<file path="src/rtl/alu_pkg.sv">
// Shared definitions for the ALU operation sequencer: opcodes, FSM states,
// iteration count and small opcode helpers.
package alu_pkg;

    // Number of shift-add / shift-subtract steps for a 4-bit operand.
    localparam int unsigned ITER_STEPS = 4;

    // Opcode map; 12..15 are illegal.
    localparam logic [3:0] OP_AND  = 4'd0;
    localparam logic [3:0] OP_NAND = 4'd1;
    localparam logic [3:0] OP_OR   = 4'd2;
    localparam logic [3:0] OP_NOR  = 4'd3;
    localparam logic [3:0] OP_XOR  = 4'd4;
    localparam logic [3:0] OP_XNOR = 4'd5;
    localparam logic [3:0] OP_NOT  = 4'd6;
    localparam logic [3:0] OP_SHL  = 4'd7;
    localparam logic [3:0] OP_ADD  = 4'd8;
    localparam logic [3:0] OP_SUB  = 4'd9;
    localparam logic [3:0] OP_MUL  = 4'd10;
    localparam logic [3:0] OP_DIV  = 4'd11;

    // Sequencer FSM states.
    typedef enum logic [1:0] {
        IDLE,
        ITER,
        DONE
    } state_t;

    // Which iterative algorithm the iteration unit runs.
    typedef enum logic {
        MODE_MUL,
        MODE_DIV
    } iter_mode_t;

    // True for opcodes outside the defined map.
    function automatic logic is_illegal_op(input logic [3:0] op);
        return op > OP_DIV;
    endfunction

    // True when the request needs the multi-cycle iteration unit.
    // DIV by zero is resolved immediately and never iterates.
    function automatic logic needs_iteration(input logic [3:0] op, input logic b_is_zero);
        return (op == OP_MUL) || ((op == OP_DIV) && !b_is_zero);
    endfunction

endpackage

</file>
<file path="src/rtl/alu_iter_unit.sv">
// Iterative multiply / divide engine. MUL is an LSB-first shift-add over the
// multiplier bits; DIV is an MSB-first restoring shift-subtract. Both take
// ITER_STEPS cycles after start; done is asserted during the final step and
// result then carries the value produced by that step.
module alu_iter_unit
    import alu_pkg::*;
#(
    parameter int unsigned WIDTH = 4
) (
    input  logic               clk,
    input  logic               reset,
    input  logic               start,
    input  iter_mode_t         mode,
    input  logic [WIDTH-1:0]   a,
    input  logic [WIDTH-1:0]   b,
    output logic               done,
    output logic [2*WIDTH-1:0] result
);

    localparam int unsigned CW = $clog2(ITER_STEPS);
    localparam logic [CW-1:0] LAST_STEP = CW'(ITER_STEPS - 1);

    logic               busy;
    iter_mode_t         mode_q;
    logic [CW-1:0]      step;

    // Multiply state: accumulator, left-shifting multiplicand, right-shifting multiplier.
    logic [2*WIDTH-1:0] acc;
    logic [2*WIDTH-1:0] mcand;
    logic [WIDTH-1:0]   mplier;

    // Divide state: partial remainder, quotient/dividend shift register, divisor.
    logic [WIDTH-1:0]   rem;
    logic [WIDTH-1:0]   quo;
    logic [WIDTH-1:0]   divisor;

    logic [2*WIDTH-1:0] acc_next;
    logic [WIDTH:0]     trial;
    logic [WIDTH:0]     trial_diff;
    logic [WIDTH-1:0]   rem_next;
    logic [WIDTH-1:0]   quo_next;

    // One step of each algorithm, evaluated from the current registers.
    always_comb begin
        acc_next   = acc + (mplier[0] ? mcand : '0);
        trial      = {rem, quo[WIDTH-1]};
        trial_diff = trial - {1'b0, divisor};
        if (trial >= {1'b0, divisor}) begin
            rem_next = trial_diff[WIDTH-1:0];
            quo_next = {quo[WIDTH-2:0], 1'b1};
        end else begin
            rem_next = trial[WIDTH-1:0];
            quo_next = {quo[WIDTH-2:0], 1'b0};
        end
    end

    // Final step is visible combinationally so the caller can register it
    // on the same edge that retires the iteration.
    always_comb begin
        done   = busy && (step == LAST_STEP);
        result = (mode_q == MODE_DIV) ? {rem_next, quo_next} : acc_next;
    end

    // Operand capture on start, then one algorithm step per cycle.
    always_ff @(posedge clk) begin
        if (reset) begin
            busy    <= 1'b0;
            mode_q  <= MODE_MUL;
            step    <= '0;
            acc     <= '0;
            mcand   <= '0;
            mplier  <= '0;
            rem     <= '0;
            quo     <= '0;
            divisor <= '0;
        end else if (start) begin
            busy    <= 1'b1;
            mode_q  <= mode;
            step    <= '0;
            acc     <= '0;
            mcand   <= {{WIDTH{1'b0}}, a};
            mplier  <= b;
            rem     <= '0;
            quo     <= a;
            divisor <= b;
        end else if (busy) begin
            acc    <= acc_next;
            mcand  <= mcand << 1;
            mplier <= mplier >> 1;
            rem    <= rem_next;
            quo    <= quo_next;
            step   <= step + 1'b1;
            if (done) begin
                busy <= 1'b0;
            end
        end
    end

endmodule

</file>
<file path="src/rtl/alu_op_sequencer.sv">
// Valid/ready front end for the 4-bit ALU. Single-cycle ops (logic, shift,
// add, subtract, DIV by zero, illegal opcodes) are evaluated at accept; MUL
// and DIV are handed to alu_iter_unit. Results and flags are registered and
// held until the consumer takes them.
module alu_op_sequencer
    import alu_pkg::*;
#(
    parameter int unsigned WIDTH = 4
) (
    input  logic               clk,
    input  logic               reset,
    input  logic               in_valid,
    output logic               in_ready,
    input  logic [3:0]         op,
    input  logic [WIDTH-1:0]   a,
    input  logic [WIDTH-1:0]   b,
    input  logic               cin,
    output logic               out_valid,
    input  logic               out_ready,
    output logic [2*WIDTH-1:0] result,
    output logic               flag_cb,
    output logic               flag_div0,
    output logic               flag_illegal
);

    state_t             state;
    logic               accept;
    logic               iterative;
    logic               b_zero;

    logic [WIDTH:0]     sum;
    logic [WIDTH:0]     diff;
    logic [WIDTH-1:0]   r_low;
    logic [2*WIDTH-1:0] q_result;
    logic               q_cb;
    logic               q_div0;
    logic               q_illegal;

    logic               iter_done;
    logic [2*WIDTH-1:0] iter_result;
    iter_mode_t         iter_mode;

    // Handshake and request classification.
    always_comb begin
        in_ready  = (state == IDLE) && !reset;
        accept    = in_valid && in_ready;
        b_zero    = (b == '0);
        iterative = needs_iteration(op, b_zero);
        iter_mode = (op == OP_DIV) ? MODE_DIV : MODE_MUL;
    end

    // Single-cycle datapath. The subtract's extra top bit is the sign of
    // a - b - cin, which is exactly the borrow-out.
    always_comb begin
        sum       = {1'b0, a} + {1'b0, b} + {{WIDTH{1'b0}}, cin};
        diff      = {1'b0, a} - {1'b0, b} - {{WIDTH{1'b0}}, cin};
        r_low     = '0;
        q_cb      = 1'b0;
        q_div0    = 1'b0;
        q_illegal = 1'b0;
        q_result  = '0;
        case (op)
            OP_AND:  r_low = a & b;
            OP_NAND: r_low = ~(a & b);
            OP_OR:   r_low = a | b;
            OP_NOR:  r_low = ~(a | b);
            OP_XOR:  r_low = a ^ b;
            OP_XNOR: r_low = ~(a ^ b);
            OP_NOT:  r_low = ~a;
            OP_SHL:  r_low = {a[WIDTH-2:0], 1'b0};
            OP_ADD: begin
                r_low = sum[WIDTH-1:0];
                q_cb  = sum[WIDTH];
            end
            OP_SUB: begin
                r_low = diff[WIDTH-1:0];
                q_cb  = diff[WIDTH];
            end
            default: begin
                r_low     = '0;
                q_illegal = is_illegal_op(op);
            end
        endcase
        if ((op == OP_DIV) && b_zero) begin
            q_result = {a, {WIDTH{1'b1}}};
            q_div0   = 1'b1;
        end else begin
            q_result = {{WIDTH{1'b0}}, r_low};
        end
    end

    alu_iter_unit #(
        .WIDTH (WIDTH)
    ) u_iter (
        .clk    (clk),
        .reset  (reset),
        .start  (accept && iterative),
        .mode   (iter_mode),
        .a      (a),
        .b      (b),
        .done   (iter_done),
        .result (iter_result)
    );

    // Sequencer FSM with registered result, flags and out_valid.
    always_ff @(posedge clk) begin
        if (reset) begin
            state        <= IDLE;
            out_valid    <= 1'b0;
            result       <= '0;
            flag_cb      <= 1'b0;
            flag_div0    <= 1'b0;
            flag_illegal <= 1'b0;
        end else begin
            case (state)
                IDLE: begin
                    if (accept) begin
                        if (iterative) begin
                            state <= ITER;
                        end else begin
                            result       <= q_result;
                            flag_cb      <= q_cb;
                            flag_div0    <= q_div0;
                            flag_illegal <= q_illegal;
                            out_valid    <= 1'b1;
                            state        <= DONE;
                        end
                    end
                end
                ITER: begin
                    if (iter_done) begin
                        result       <= iter_result;
                        flag_cb      <= 1'b0;
                        flag_div0    <= 1'b0;
                        flag_illegal <= 1'b0;
                        out_valid    <= 1'b1;
                        state        <= DONE;
                    end
                end
                DONE: begin
                    if (out_ready) begin
                        out_valid <= 1'b0;
                        state     <= IDLE;
                    end
                end
                default: state <= IDLE;
            endcase
        end
    end

endmodule

</file>
<file path="config.mk">
export PLATFORM = sky130hd
export DESIGN_NAME = alu_op_sequencer
export DESIGN_NICKNAME = d
export VERILOG_FILES = /design/src/rtl/alu_pkg.sv /design/src/rtl/alu_iter_unit.sv /design/src/rtl/alu_op_sequencer.sv
export SDC_FILE = /design/constraint.sdc
export NUM_CORES = 1
export LEC_CHECK = 0
export ABC_AREA = 1
export CORE_MARGIN = 8
export CORE_UTILIZATION = 63
export CTS_CLUSTER_DIAMETER = 150
export CTS_CLUSTER_SIZE = 25
export DETAILED_ROUTE_END_ITERATION = 8
export PLACE_DENSITY = 0.86
export SLEW_MARGIN = 5
export SYNTH_ARGS = -nofsm -noshare
export SYNTH_HDL_FRONTEND = slang
export SYNTH_SLANG_ARGS = --single-unit
</file>
<file path="constraint.sdc">
create_clock -name clk -period 4 [get_ports clk]
set_input_delay 0.8 -clock clk [delete_from_list [all_inputs] [get_ports clk]]
set_output_delay 0.8 -clock clk [all_outputs]
set_load 0.01 [all_outputs]
</file>
After elaboration in Yosys (flattened, before gate mapping)
Cells that the tools add are included. W data, S select, Z words.

Register bits after elaboration: 50. Bits in latches: 0. Memory bits (writable): 0. ROM bits: 0. Bits of input ports: 17. Output and inout port bits: 13. Memories kept: 0.

Add/subtract/negate cells: 7. Multiply operators: 0. Divide/modulo/power cells: 0. Order comparisons: 2. Eq/ne operators: 18. Shifts and indexed selects: 0. Multiplexer cells: 43. Bitwise gates (word level): 7. Reduce and logical (&&, ||, !) cells: 20.

Operators with widths (number): $mux W8 (6); $pmux W4 S10 (1); $mux W4 (7); $mux W1 (18); $eq A4 B3 Y1 const B (4); $eq A4 B4 Y1 const B (4); $not A4 Y4 (4); $pmux W8 S2 (1); $reduce_or A10 Y1 (1); $add A8 B8 Y8 (1); $eq A4 B2 Y1 const B (2); $logic_not A4 Y1 (2); $mux W2 (4); $ne A2 B2 Y1 const B (4); $pmux W1 S2 (4); $logic_and A1 B1 Y1 (6); $pmux W2 S3 (1); $add A4 B4 Y5 (1); $add A5 B1 Y5 (1); $ge A5 B4 Y1 (1); $reduce_and A5 Y1 (1); $sub A4 B4 Y5 (1); $sub A5 B1 Y5 (1); $and A4 B4 Y4 (1); other kinds (17) (20).

Longest topological paths before layout
Gate-level depths: netlist (run 1).

Depth after elaboration: 7. Mapped depth: 14. Gate-level depth less buffers: 13.

Hierarchy
Synthesis (run 1) repeated with hierarchy kept, for this count alone.

Cells, all modules: 581. Area, all modules: 3723.6 um^2.

By module, submodules not included: alu_iter_unit (instances 1, cells an instance 330, area an instance 2182.1 um^2, seq. area each 720.7 um^2); alu_op_sequencer (instances 1, cells an instance 251, area an instance 1541.5 um^2, seq. area each 280.3 um^2).

Worst setup path before layout (run 1)
No wires, ideal clock.

Kind: input-to-reg. From: in b[0]. To: reg result[1]. Setup time: 0.056 ns. Data arrival time: 2.167 ns. Required time: 3.944 ns. Slack: 1.777 ns. Stages: 11. Path buffers: 0. Path through: inv_1 > fa_1 > inv_1 > fa_1 > o21ai_0 > inv_1 > nand3_1 > nand2_1 > nand3_1 > nand2_1 > inv_1.

Cells in the longest elaborated chain, start to end: 7. Elaborated cells on any way between the ends: 16.

Ends and longest elaborated chain: start, declared (RTL line alu_op_sequencer.sv:16) `input logic [WIDTH-1:0] b,`; $sub A4 B4 Y5 or $add A4 B4 Y5 (tied branches) (RTL line alu_op_sequencer.sv:56, alu_op_sequencer.sv:55); $sub A5 B1 Y5 or $add A5 B1 Y5 (tied branches) (RTL line alu_op_sequencer.sv:56, alu_op_sequencer.sv:55); $pmux W4 S10 (RTL line alu_op_sequencer.sv:62) `case (op)`; $mux W8 (RTL line alu_op_sequencer.sv:84) `if ((op == OP_DIV) && b_zero) begin`; $mux W8 (RTL line alu_op_sequencer.sv:118) `if (iterative) begin`; $mux W8 (RTL line alu_op_sequencer.sv:117) `if (accept) begin`; $pmux W8 S2 (RTL line alu_op_sequencer.sv:115) `case (state)`; end signal, assigned (RTL line alu_op_sequencer.sv:121) `result <= q_result;`; end signal, assigned (RTL line alu_op_sequencer.sv:132) `result <= iter_result;`; end, declared (RTL line alu_op_sequencer.sv:20) `output logic [2*WIDTH-1:0] result,`.

Parallel ways exist; a longest one is shown, timed or not. The select of a mux whose other input is x is not followed. A chain may end at the register's enable or synchronous reset.

Worst setup path after layout (run 1)
From: in a[0]. To: reg flag_cb.

Cells in the longest elaborated chain, start to end: 6. Elaborated cells on any way between the ends: 8.

Ends and longest elaborated chain: start, declared (RTL line alu_op_sequencer.sv:15) `input logic [WIDTH-1:0] a,`; $sub A4 B4 Y5 or $add A4 B4 Y5 (tied branches) (RTL line alu_op_sequencer.sv:56, alu_op_sequencer.sv:55); $sub A5 B1 Y5 or $add A5 B1 Y5 (tied branches) (RTL line alu_op_sequencer.sv:56, alu_op_sequencer.sv:55); $pmux W1 S2 (*) (RTL line alu_op_sequencer.sv:62); $mux W1 (*) (RTL line alu_op_sequencer.sv:118); $mux W1 (*) (RTL line alu_op_sequencer.sv:117); $pmux W1 S2 (*) (RTL line alu_op_sequencer.sv:115); end signal, assigned (RTL line alu_op_sequencer.sv:122) `flag_cb <= q_cb;`; end, declared (RTL line alu_op_sequencer.sv:21) `output logic flag_cb,`.

Every way passes the cells marked *; elsewhere a longest branch is shown, timed or not. The select of a mux whose other input is x is not followed.

==> results of run 1 <==
power groups by stage:
stage	Combinational [uW]	Sequential, uW	Clock [uW]
finish	224	522	318
global placement	216	532	0
detailed placement	219	533	0
floorplan	141	533	0
global route	249	523	341
CTS	221	521	316
path summary, 6_finish.rpt:
| check | startpoint | endpoint | slack (ns) | cells after the start |
|---|---|---|---|---|
| worst max-delay path | a[0] | flag_cb | 1.15 | 10 |
| worst min-delay path | u_iter.divisor[0] | u_iter.divisor[0] | 0.47 | 2 |
| worst max register to register | u_iter.mplier[0] | result[6] | 1.78 | 12 |
| worst min register to register | u_iter.divisor[0] | u_iter.divisor[0] | 0.47 | 2 |
layer usage:
layer | up-vias | GRT usage (%) | part of all wire (%)
met5 | - | 0 | 0
li1 | 1885 | - | -
met1 | 1723 | 29.3 | 43
met4 | 0 | 8.59 | 2.1
met2 | 165 | 41.3 | 48
met3 | 26 | 3.24 | 6.1
worst max-delay path: stages:
cell and delay (ns):
clkdlybuf4s50_1 0.61, fa_1 0.53, inv_1 0.08, fa_1 0.19, nand2_1 0.08, a21oi_1 0.18
nor2_1 0.06, o21ai_0 0.29, nand3_1 0.12, a21oi_1 0.16
kinds of logic (layout without fill, tap and decap cells):
logic type / after synthesis / after routing
AOI/OAI and AO/OA: 66 / 66
xor gates and xnor gates: 4 / 4
and+or+nand+nor: 323 / 323
adders and majority gates: 30 / 30
DFF: 50 / 50
buffers and inverters: 114 / 141
Yosys cell counts:
master	instances	area, um^2
clkbuf_1	5	18.8
nand4_1	5	31.3
a21oi_1	26	130
nor3_1	2	10.0
ha_1	24	300
o211ai_1	5	37.5
clkinv_1	1	3.75
nor2_4	3	33.8
nor3_2	2	20.0
nor2_1	64	240
buf_1	1	3.75
nor2_2	3	18.8
o21ai_0	19	95.1
a21boi_0	1	7.51
o211ai_2	1	12.5
a211oi_1	1	7.51
nor2_8	1	20.0
inv_2	4	15.0
o21ba_2	1	10.0
nand3_1	61	305
dfxtp_1	50	1000
o21ai_1	3	15.0
buf_6	3	33.8
xor2_1	1	8.76
nand2_2	3	18.8
inv_1	96	360
buf_4	3	22.5
buf_2	1	5.00
nand2_1	177	664
nand2_4	1	11.3
a31oi_1	7	43.8
fa_1	6	120
xnor2_1	3	26.3
o21a_1	2	15.0
nand3b_1	1	7.51
layout by cell type, fill, tap and decap left out, drive strengths merged:
master and count:
a211oi 1, a21boi 1, a21oi 26, a31oi 7, buf 3, clkbuf 5, clkdlybuf4s50 29, clkinv 1
clkinvlp 2, dfxtp 50, fa 6, ha 24, inv 101, nand2 181, nand3 61, nand3b 1
nand4 5, nor2 71, nor3 4, o211ai 6, o21a 2, o21ai 22, o21ba 1, xnor2 3
xor2 1
metrics by stage:
stage	setup slack [ns]	hold WS (ns)	cells	power, uW
4_1_cts	1.20	0.470	689	1060
3_3_place_gp	0.946	0.452	681	748
5_1_grt	1.03	0.499	689	1110
2_1_floorplan	1.78	0.425	587	674
3_5_place_dp	0.891	0.454	681	752
6_report	1.15	0.471	689	1060
state kept, by name, summed over array words and instances, names as in the netlist:
| register | flops |
|---|---|
| u_iter.rem | 4 |
| u_iter.quo | 4 |
| flag_illegal | 1 |
| u_iter.busy | 1 |
| u_iter.divisor | 4 |
| u_iter.mplier | 4 |
| u_iter.mode_q | 1 |
| flag_cb | 1 |
| u_iter.step | 2 |
| result | 8 |
| flag_div0 | 1 |
| u_iter.acc | 8 |
| u_iter.mcand | 8 |
| state | 2 |
| out_valid | 1 |
layout make-up:
type,instances,area [um^2],area share [%]
Timing Repair Buffer,32,313,7.65
Inverter,101,379,9.27
Multi-Input combinational cell,423,2210,54.1
Tap cell,75,93.8,2.29
Clock buffer,5,68.8,1.68
Clock inverter,3,23.8,0.581
Sequential cell,50,1000,24.5
==> flow_metrics.py, run 1 <==
metrics = {
    "synth": {
        "synthAdderAreaFrac_pct": 11.4,
        "syn_nets": 634,
        "yosys_register_bits": 50,
        "syn-cell-area_um2": 3670,
        "synth-xor-area-share_pct": 0.953,
        "muxShareOfSynthArea_pct": 0,
        "synth_compound_area_share_pct": 10.2,
        "synth_top_family_by_area": "simple AND/OR/NAND/NOR gates",
        "synthSimpleGateAreaFrac_pct": 37.6,
        "ys_seq_area_share_pct": 27.2,
        "synth_cells": 587,
        "yosys_warnings": 0,
        "postSynthAreaPerCell_um2": 6.26,
        "synth_cell_types": 35,
    },
    "cells_and_area": {
        "final_area_um2": 4090,
        "drive_gt1_share_pct": 4.89,
        "fillers": 519,
        "syn2layout_area_growth_pct": 11.3,
        "nNetsFinal": 660,
        "post-route-util_pct": 70.8,
        "antenna_cells": 0,
    },
    "cts": {
        "worstSkewPairLatency_ns": 0.32,
        "clkSinkCount": 50,
        "htree_num_levels": 2,
        "clk_pin_slew_ns": 0.10,
        "tritoncts": "yes",
        "clk_path_buf_depth": 2,
        "cts_hold_buf": 0,
        "clock-root-buffer": "clkbuf_8",
        "ctsResizeCount": 0,
        "cts_buffers": 5,
        "cts_setup_buffers": 0,
    },
    "place": {
        "routabilityCongestion": 0.950,
        "place_area_um2": 4000,
        "hpwl_mm": 7.74,
        "port_buffers": 29,
    },
    "sta": {
        "fin_tns_setup_ns": 0,
        "period_needed_ns": 2.85,
        "grt_setup_unrepaired": "no",
        "finalSetupViolCount": 0,
        "post-route-period-util_pct": 71.3,
        "worst_pin_slew_ns": 0.536,
        "maxSlewHeadroom_pct": 64.1,
        "hold_violations": 0,
        "fmax_ghz": 0.351,
        "clock_skew_ns": 0.0111,
        "finalMaxSlewViolations": 0,
    },
    "power": {
        "netSwitchingFraction_pct": 32.2,
        "ir_worst_vdd_v": 0.000253,
        "internal-power_uw": 721,
        "p_leak_uw": 0.00207,
        "power.share.combinational_pct": 21.0,
        "p_seq_share_pct": 49.0,
        "pwr-share-clk_pct": 29.9,
        "p_switching_uw": 343,
        "cellPowerDensity_nw_per_um2": 260,
    },
    "floorplan": {
        "die_height_um": 92.4,
        "dieWidth_um": 92.4,
        "core_region_area_um2": 5780,
        "start_util_pct": 63.6,
        "io-pin-count": 30,
        "rows": 28,
        "dieArea_um2": 8530,
    },
    "route": {
        "drc": 0,
        "vias": 3799,
        "drtPass1Iterations": 7,
        "wire_per_inst_um": 14.4,
        "drt_wl_total_mm": 9.92,
        "vias_per_cell": 5.51,
        "postRouteAntennaNets": 0,
        "drt_iter0_markers": 325,
    },
    "status": {
        "outcome": "finished, final reports clean",
    },
    "job": {
        "cap_violations": 0,
    },
    "grt": {
        "grt_max_degree": 29,
        "track_usage_pct": 23.8,
        "grt_pass1_wl_mm": 16.7,
        "antenna_found_initial": 0,
        "grt_remaining_overflow": 0,
        "grt_pass1_vias": 3661,
    },
    "critical_path": {
        "critPathArrivalTime_ns": 3.09,
        "crit_path_start_kind": "input port",
        "crit_required_ns": 4.24,
        "crit_type": "in2reg",
        "end_kind": "register",
        "critPathMaxFanout": 7,
    },
    "hold_path": {
        "hold_class": "reg2reg",
    },
}
Power figures use the tool's default switching activity.
==> inputs of run 2 (changes only) <==
CORE_UTILIZATION = 59   (was 63)
PLACE_DENSITY = 0.81   (was 0.86)
clock period = 2.81 ns   (was 4 ns; I/O delays follow)
==> run 2 against run 1 <==
  * Register-to-register slack lost 0.96 ns
  * Total power up 42%
  * Count of clock-buffer cells in the layout rose by 2
  * Critical path type unchanged
==> flow_metrics.py, run 2 (synthesized netlist as in run 1, its figures left out) <==
metrics = {
    "cells_and_area": {
        "fillers": 548,
        "mostFrequentLayoutCells": "nand2_1 (177), inv_1 (96), nor2_1 (64)",
        "layout_commonest_cell": "nand2_1",
        "antenna_cells": 0,
        "top_regs": "result (8), u_iter.acc (8), u_iter.mcand (8)",
        "final_cells": 701,
        "syn2layout_area_growth_pct": 13.7,
        "post-route-util_pct": 70.2,
        "drive_gt1_share_pct": 6.55,
        "nNetsFinal": 672,
    },
    "grt": {
        "track_usage_pct": 22.7,
        "grt_pass1_vias": 3521,
        "grt_pass1_wl_mm": 16.3,
        "grt_max_degree": 28,
        "grt_remaining_overflow": 0,
        "antenna_found_initial": 0,
    },
    "critical_path": {
        "max_stage_delay_ns": 0.50,
        "cp_cell_sequence": "clkdlybuf4s50_1, fa_1, inv_1, fa_1, nand2_1, a21oi_1, nor2_1, o21ai_0, buf_4, nand3_1, a21oi_1",
        "reg2reg_slack_ns": 0.82,
        "crit_path_start_kind": "input port",
        "critPathArrivalTime_ns": 2.60,
        "critPathMaxFanout": 3,
        "crit_buf_inv": 3,
        "crit_required_ns": 3.06,
        "crit_family": "buffers and inverters",
        "slowest_stage": "clkdlybuf4s50_1",
        "crit_type": "in2reg",
        "end_kind": "register",
    },
    "sta": {
        "clock_skew_ns": 0.00672,
        "finalSetupViolCount": 0,
        "hold_violations": 0,
        "layout_setup_ws_ns": 0.457,
        "grt_setup_unrepaired": "no",
        "fmax_ghz": 0.425,
        "maxSlewHeadroom_pct": 62.7,
        "fin_tns_setup_ns": 0,
        "worst_pin_slew_ns": 0.557,
        "period_needed_ns": 2.35,
        "finalMaxSlewViolations": 0,
        "post-route-period-util_pct": 83.7,
    },
    "cts": {
        "cts_buffers": 5,
        "tritoncts": "yes",
        "worstSkewPairLatency_ns": 0.31,
        "ctsResizeCount": 0,
        "cts_hold_buf": 0,
        "clkSinkCount": 50,
        "clk_path_buf_depth": 2,
        "htree_num_levels": 2,
        "clock-root-buffer": "clkbuf_8",
        "clk_pin_slew_ns": 0.09,
        "cts_setup_buffers": 0,
    },
    "route": {
        "postRouteAntennaNets": 0,
        "vias_per_cell": 5.39,
        "drc": 0,
        "wire_per_inst_um": 14.0,
        "vias": 3775,
        "drt_iter0_markers": 334,
        "drtPass1Iterations": 4,
        "drt_wl_total_mm": 9.78,
    },
    "power": {
        "ir_worst_vdd_v": 0.000315,
        "cellPowerDensity_nw_per_um2": 362,
        "design_power_total_uw": 1510,
        "p_leak_uw": 0.00214,
    },
    "floorplan": {
        "start_util_pct": 61.7,
        "dieArea_um2": 9010,
        "rows": 28,
        "core_region_area_um2": 5960,
        "dieWidth_um": 94.9,
        "io-pin-count": 30,
        "die_height_um": 94.9,
    },
    "job": {
        "cap_violations": 0,
    },
    "place": {
        "dp_cells": 693,
        "dp_slack_ns": 0.144,
        "port_buffers": 29,
        "routabilityCongestion": 0.986,
        "hpwl_mm": 7.86,
    },
    "status": {
        "outcome": "finished, final reports clean",
    },
    "hold_path": {
        "hold_class": "reg2reg",
    },
}
## run 2: path summary, 6_finish.rpt
kind                                   startpoint  depth (start not counted)                 to
worst max-delay path                         a[0]                         11            flag_cb
worst max register to register   u_iter.mplier[0]                         13          result[6]
worst min register to register  u_iter.divisor[0]                          2  u_iter.divisor[0]
worst min-delay path            u_iter.divisor[0]                          2  u_iter.divisor[0]
## run 2: area by class of cell
class                      count  area, um^2  area share [%]
multi-input combinational    423        2210            52.9
sequential                    50        1000            24.0
timing repair buffer          44         403            9.64
inverter                     101         379            9.07
tap                           75        93.8            2.25
clock buffer                   7        86.3            2.07
clock inverter                 1        5.00           0.120
## run 2: per-layer routing
metal | vias to the layer above | GRT usage (%) | part of all wire, % | routed length, um
li1 | 1915 | - | - | -
met1 | 1747 | 29.4 | 48 | 4670
met2 | 100 | 38.2 | 46 | 4500
met3 | 13 | 2.94 | 4.7 | 456
met4 | 0 | 6.89 | 1.6 | 155
met5 | - | 0 | 0 | 0
## run 2: power breakdown
| group | internal, uW | leakage, uW | switching (uW) |
|---|---|---|---|
| registers | 727 | 0.000405 | 14.6 |
| clock network | 199 | 0.0000482 | 240 |
| logic | 131 | 0.00168 | 201 |
| total | 1060 | 0.00214 | 456 |
## run 2: metrics by stage
stage | hold WS [ns] | area (um^2)
2_1_floorplan | 0.425 | 3670
3_3_place_gp | 0.446 | 4090
3_5_place_dp | 0.449 | 4090
4_1_cts | 0.460 | 4180
5_1_grt | 0.472 | 4180
6_report | 0.456 | 4180
## run 2: worst reg2reg max path: stages, from the launching register on
cell     delay (ns)
dfxtp_1        0.31
buf_4          0.17
nand2_1        0.07
inv_1          0.05
ha_1           0.19
inv_1          0.07
fa_1           0.40
inv_1          0.11
nand3_1        0.10
nand3_1        0.07
nand2_1        0.06
nand3_1        0.07
nand3_1        0.11
a21oi_1        0.16
==> inputs of run 3 (changes only) <==
clock period = 2.2 ns   (was 2.81 ns; I/O delays follow)
==> run 3 against run 2 <==
  * Clock skew is 0.0027 ns higher
  * Global-route usage is 0.98 points higher
  * Setup slack worse by 0.32 ns
  * First-iteration DRC count is 4.5% higher
  * Combinational power is 45% higher
  * Sequential cell count did not move
  * Total power rose by 38%
  * Count of clock-buffer cells in the layout decreased by 1
  * Routed wire length grew 3.3%
  * Clock power grew 51%
  * Critical path type unchanged
  * Largest power group unchanged
==> flow_metrics.py, run 3 (synthesized netlist as in run 1, its figures left out) <==
metrics = {
    "route": {
        "drt_iter0_markers": 349,
        "drc": 0,
        "vias_per_cell": 5.30,
        "postRouteAntennaNets": 0,
        "vias": 3895,
        "drtPass1Iterations": 6,
        "drt_wl_total_mm": 10.1,
        "wire_per_inst_um": 13.8,
    },
    "sta": {
        "finalMaxSlewViolations": 0,
        "finalSetupViolCount": 0,
        "grt_setup_unrepaired": "no",
        "post-route-period-util_pct": 93.7,
        "layout_setup_ws_ns": 0.138,
        "clock_skew_ns": 0.00944,
        "whs_ns": 0.466,
        "period_needed_ns": 2.06,
        "hold_violations": 0,
        "worst_pin_slew_ns": 0.522,
        "fin_tns_setup_ns": 0,
        "maxSlewHeadroom_pct": 65.0,
        "fmax_ghz": 0.485,
    },
    "cells_and_area": {
        "drive_gt1_share_pct": 12.3,
        "syn2layout_area_growth_pct": 22.4,
        "layout_commonest_cell": "nand2_1",
        "antenna_cells": 0,
        "mostFrequentLayoutCells": "nand2_1 (177), inv_1 (95), nor2_1 (63)",
        "fillers": 496,
        "top_regs": "result (8), u_iter.acc (8), u_iter.mcand (8)",
        "nNetsFinal": 706,
    },
    "critical_path": {
        "crit_family": "buffers and inverters",
        "crit_path_start_kind": "input port",
        "cp_cell_sequence": "clkdlybuf4s50_1, buf_4, nor2_1, nand3_1, nand2_2, nor2_8, nor2_2, inv_1, buf_4, a21oi_1",
        "end_kind": "register",
        "crit_type": "in2reg",
        "path_common_cell": "buf_4",
        "max_stage_delay_ns": 0.43,
        "critPathArrivalTime_ns": 2.31,
        "crit_required_ns": 2.45,
        "critPathMaxFanout": 6,
        "crit_buf_inv": 4,
        "slowest_stage": "clkdlybuf4s50_1",
    },
    "place": {
        "port_buffers": 29,
        "hpwl_mm": 8.12,
        "routabilityCongestion": 0.952,
        "dp_slack_ns": -0.371,
    },
    "cts": {
        "cts_hold_buf": 0,
        "htree_num_levels": 2,
        "cts_buffers": 5,
        "clk_path_buf_depth": 2,
        "worstSkewPairLatency_ns": 0.31,
        "clock-root-buffer": "clkbuf_8",
        "clk_pin_slew_ns": 0.10,
        "clkSinkCount": 50,
        "tritoncts": "yes",
    },
    "power": {
        "pwr-share-clk_pct": 31.7,
        "p_leak_uw": 0.00234,
        "p_seq_share_pct": 45.3,
        "ir_worst_vdd_v": 0.000381,
        "internal-power_uw": 1480,
        "p_switching_uw": 609,
        "netSwitchingFraction_pct": 29.1,
        "cellPowerDensity_nw_per_um2": 465,
        "power.share.combinational_pct": 23.0,
    },
    "grt": {
        "grt_remaining_overflow": 0,
        "grt_max_degree": 26,
        "grt_pass1_wl_mm": 17.0,
        "grt_pass1_vias": 3678,
        "track_usage_pct": 23.7,
        "antenna_found_initial": 0,
    },
    "floorplan": {
        "dieWidth_um": 94.9,
        "dieArea_um2": 9010,
        "start_util_pct": 61.7,
        "io-pin-count": 30,
        "core_region_area_um2": 5960,
        "rows": 28,
        "die_height_um": 94.9,
    },
    "hold_path": {
        "hold_class": "reg2reg",
    },
    "job": {
        "cap_violations": 0,
    },
    "status": {
        "outcome": "finished, final reports clean",
    },
}
## run 3: changes by cell type in the layout (fill, tap and decap cells not counted), sizes merged
cell	change
dlygate4sd2	+1
clkbuf	-1
clkdlybuf4s50	-4
clkinvlp	+1
buf	+34
clkinv	-1
dlymetal6s2s	+3
bufinv	+1
## run 3: tightest hold or removal path: cells and delay by family (launching register included)
kind / cells / cell delay, ns
flip-flops: 1 / 0.33
AND/OR/NAND/NOR: 2 / 0.10
## run 3: final cells by class
class | count | area (um^2) | share of cell area [%]
flip-flops and latches | 50 | 1000 | 22.3
clock inverters | 2 | 37.5 | 0.834
clock buffers | 6 | 72.6 | 1.61
multi-input cells | 423 | 2220 | 49.5
inverters | 101 | 379 | 8.43
repair buffers | 78 | 689 | 15.3
well taps | 75 | 93.8 | 2.09
## run 3: final timing paths
path	startpoint	to	slack, ns	cells after the start
min	u_iter.divisor[0]	u_iter.divisor[0]	0.47	2
max	b[3]	u_iter.mcand[6]	0.14	10
max reg2reg	u_iter.divisor[2]	result[0]	0.27	12
min reg2reg	u_iter.divisor[0]	u_iter.divisor[0]	0.47	2
## run 3: timing repair
action,CTS,global route
endpoints found under the hold margin,0,0
setup endpoints to repair,2,18
gates resized for setup,4,8
setup buffers,0,1
pin swaps,0,2
## run 3: per-layer routing
metal,routed length [um],vias to the layer above,global-route usage [%]
met4,154,0,6.89
met1,4320,1787,29.5
li1,-,1972,-
met3,773,15,4.68
met2,4860,121,40.3
met5,0,-,0
## run 3: through the flow
stage | total power [uW] | std cells | area (um^2) | util, %
floorplan | 1230 | 587 | 3670 | -
global placement | 1430 | 726 | 4360 | 73.2
detailed placement | 1440 | 726 | 4360 | 73.2
CTS | 2080 | 734 | 4480 | 75.1
global route | 2190 | 735 | 4500 | 75.5
finish | 2090 | 735 | 4500 | 75.5
## run 3: power by group through the flow
| stage | logic, uW | registers [uW] | clock network [uW] |
|---|---|---|---|
| finish | 482 | 948 | 662 |
| global route | 534 | 951 | 708 |
| CTS | 474 | 947 | 663 |
| detailed placement | 469 | 968 | 0 |
| global placement | 461 | 967 | 0 |
| floorplan | 257 | 969 | 0 |
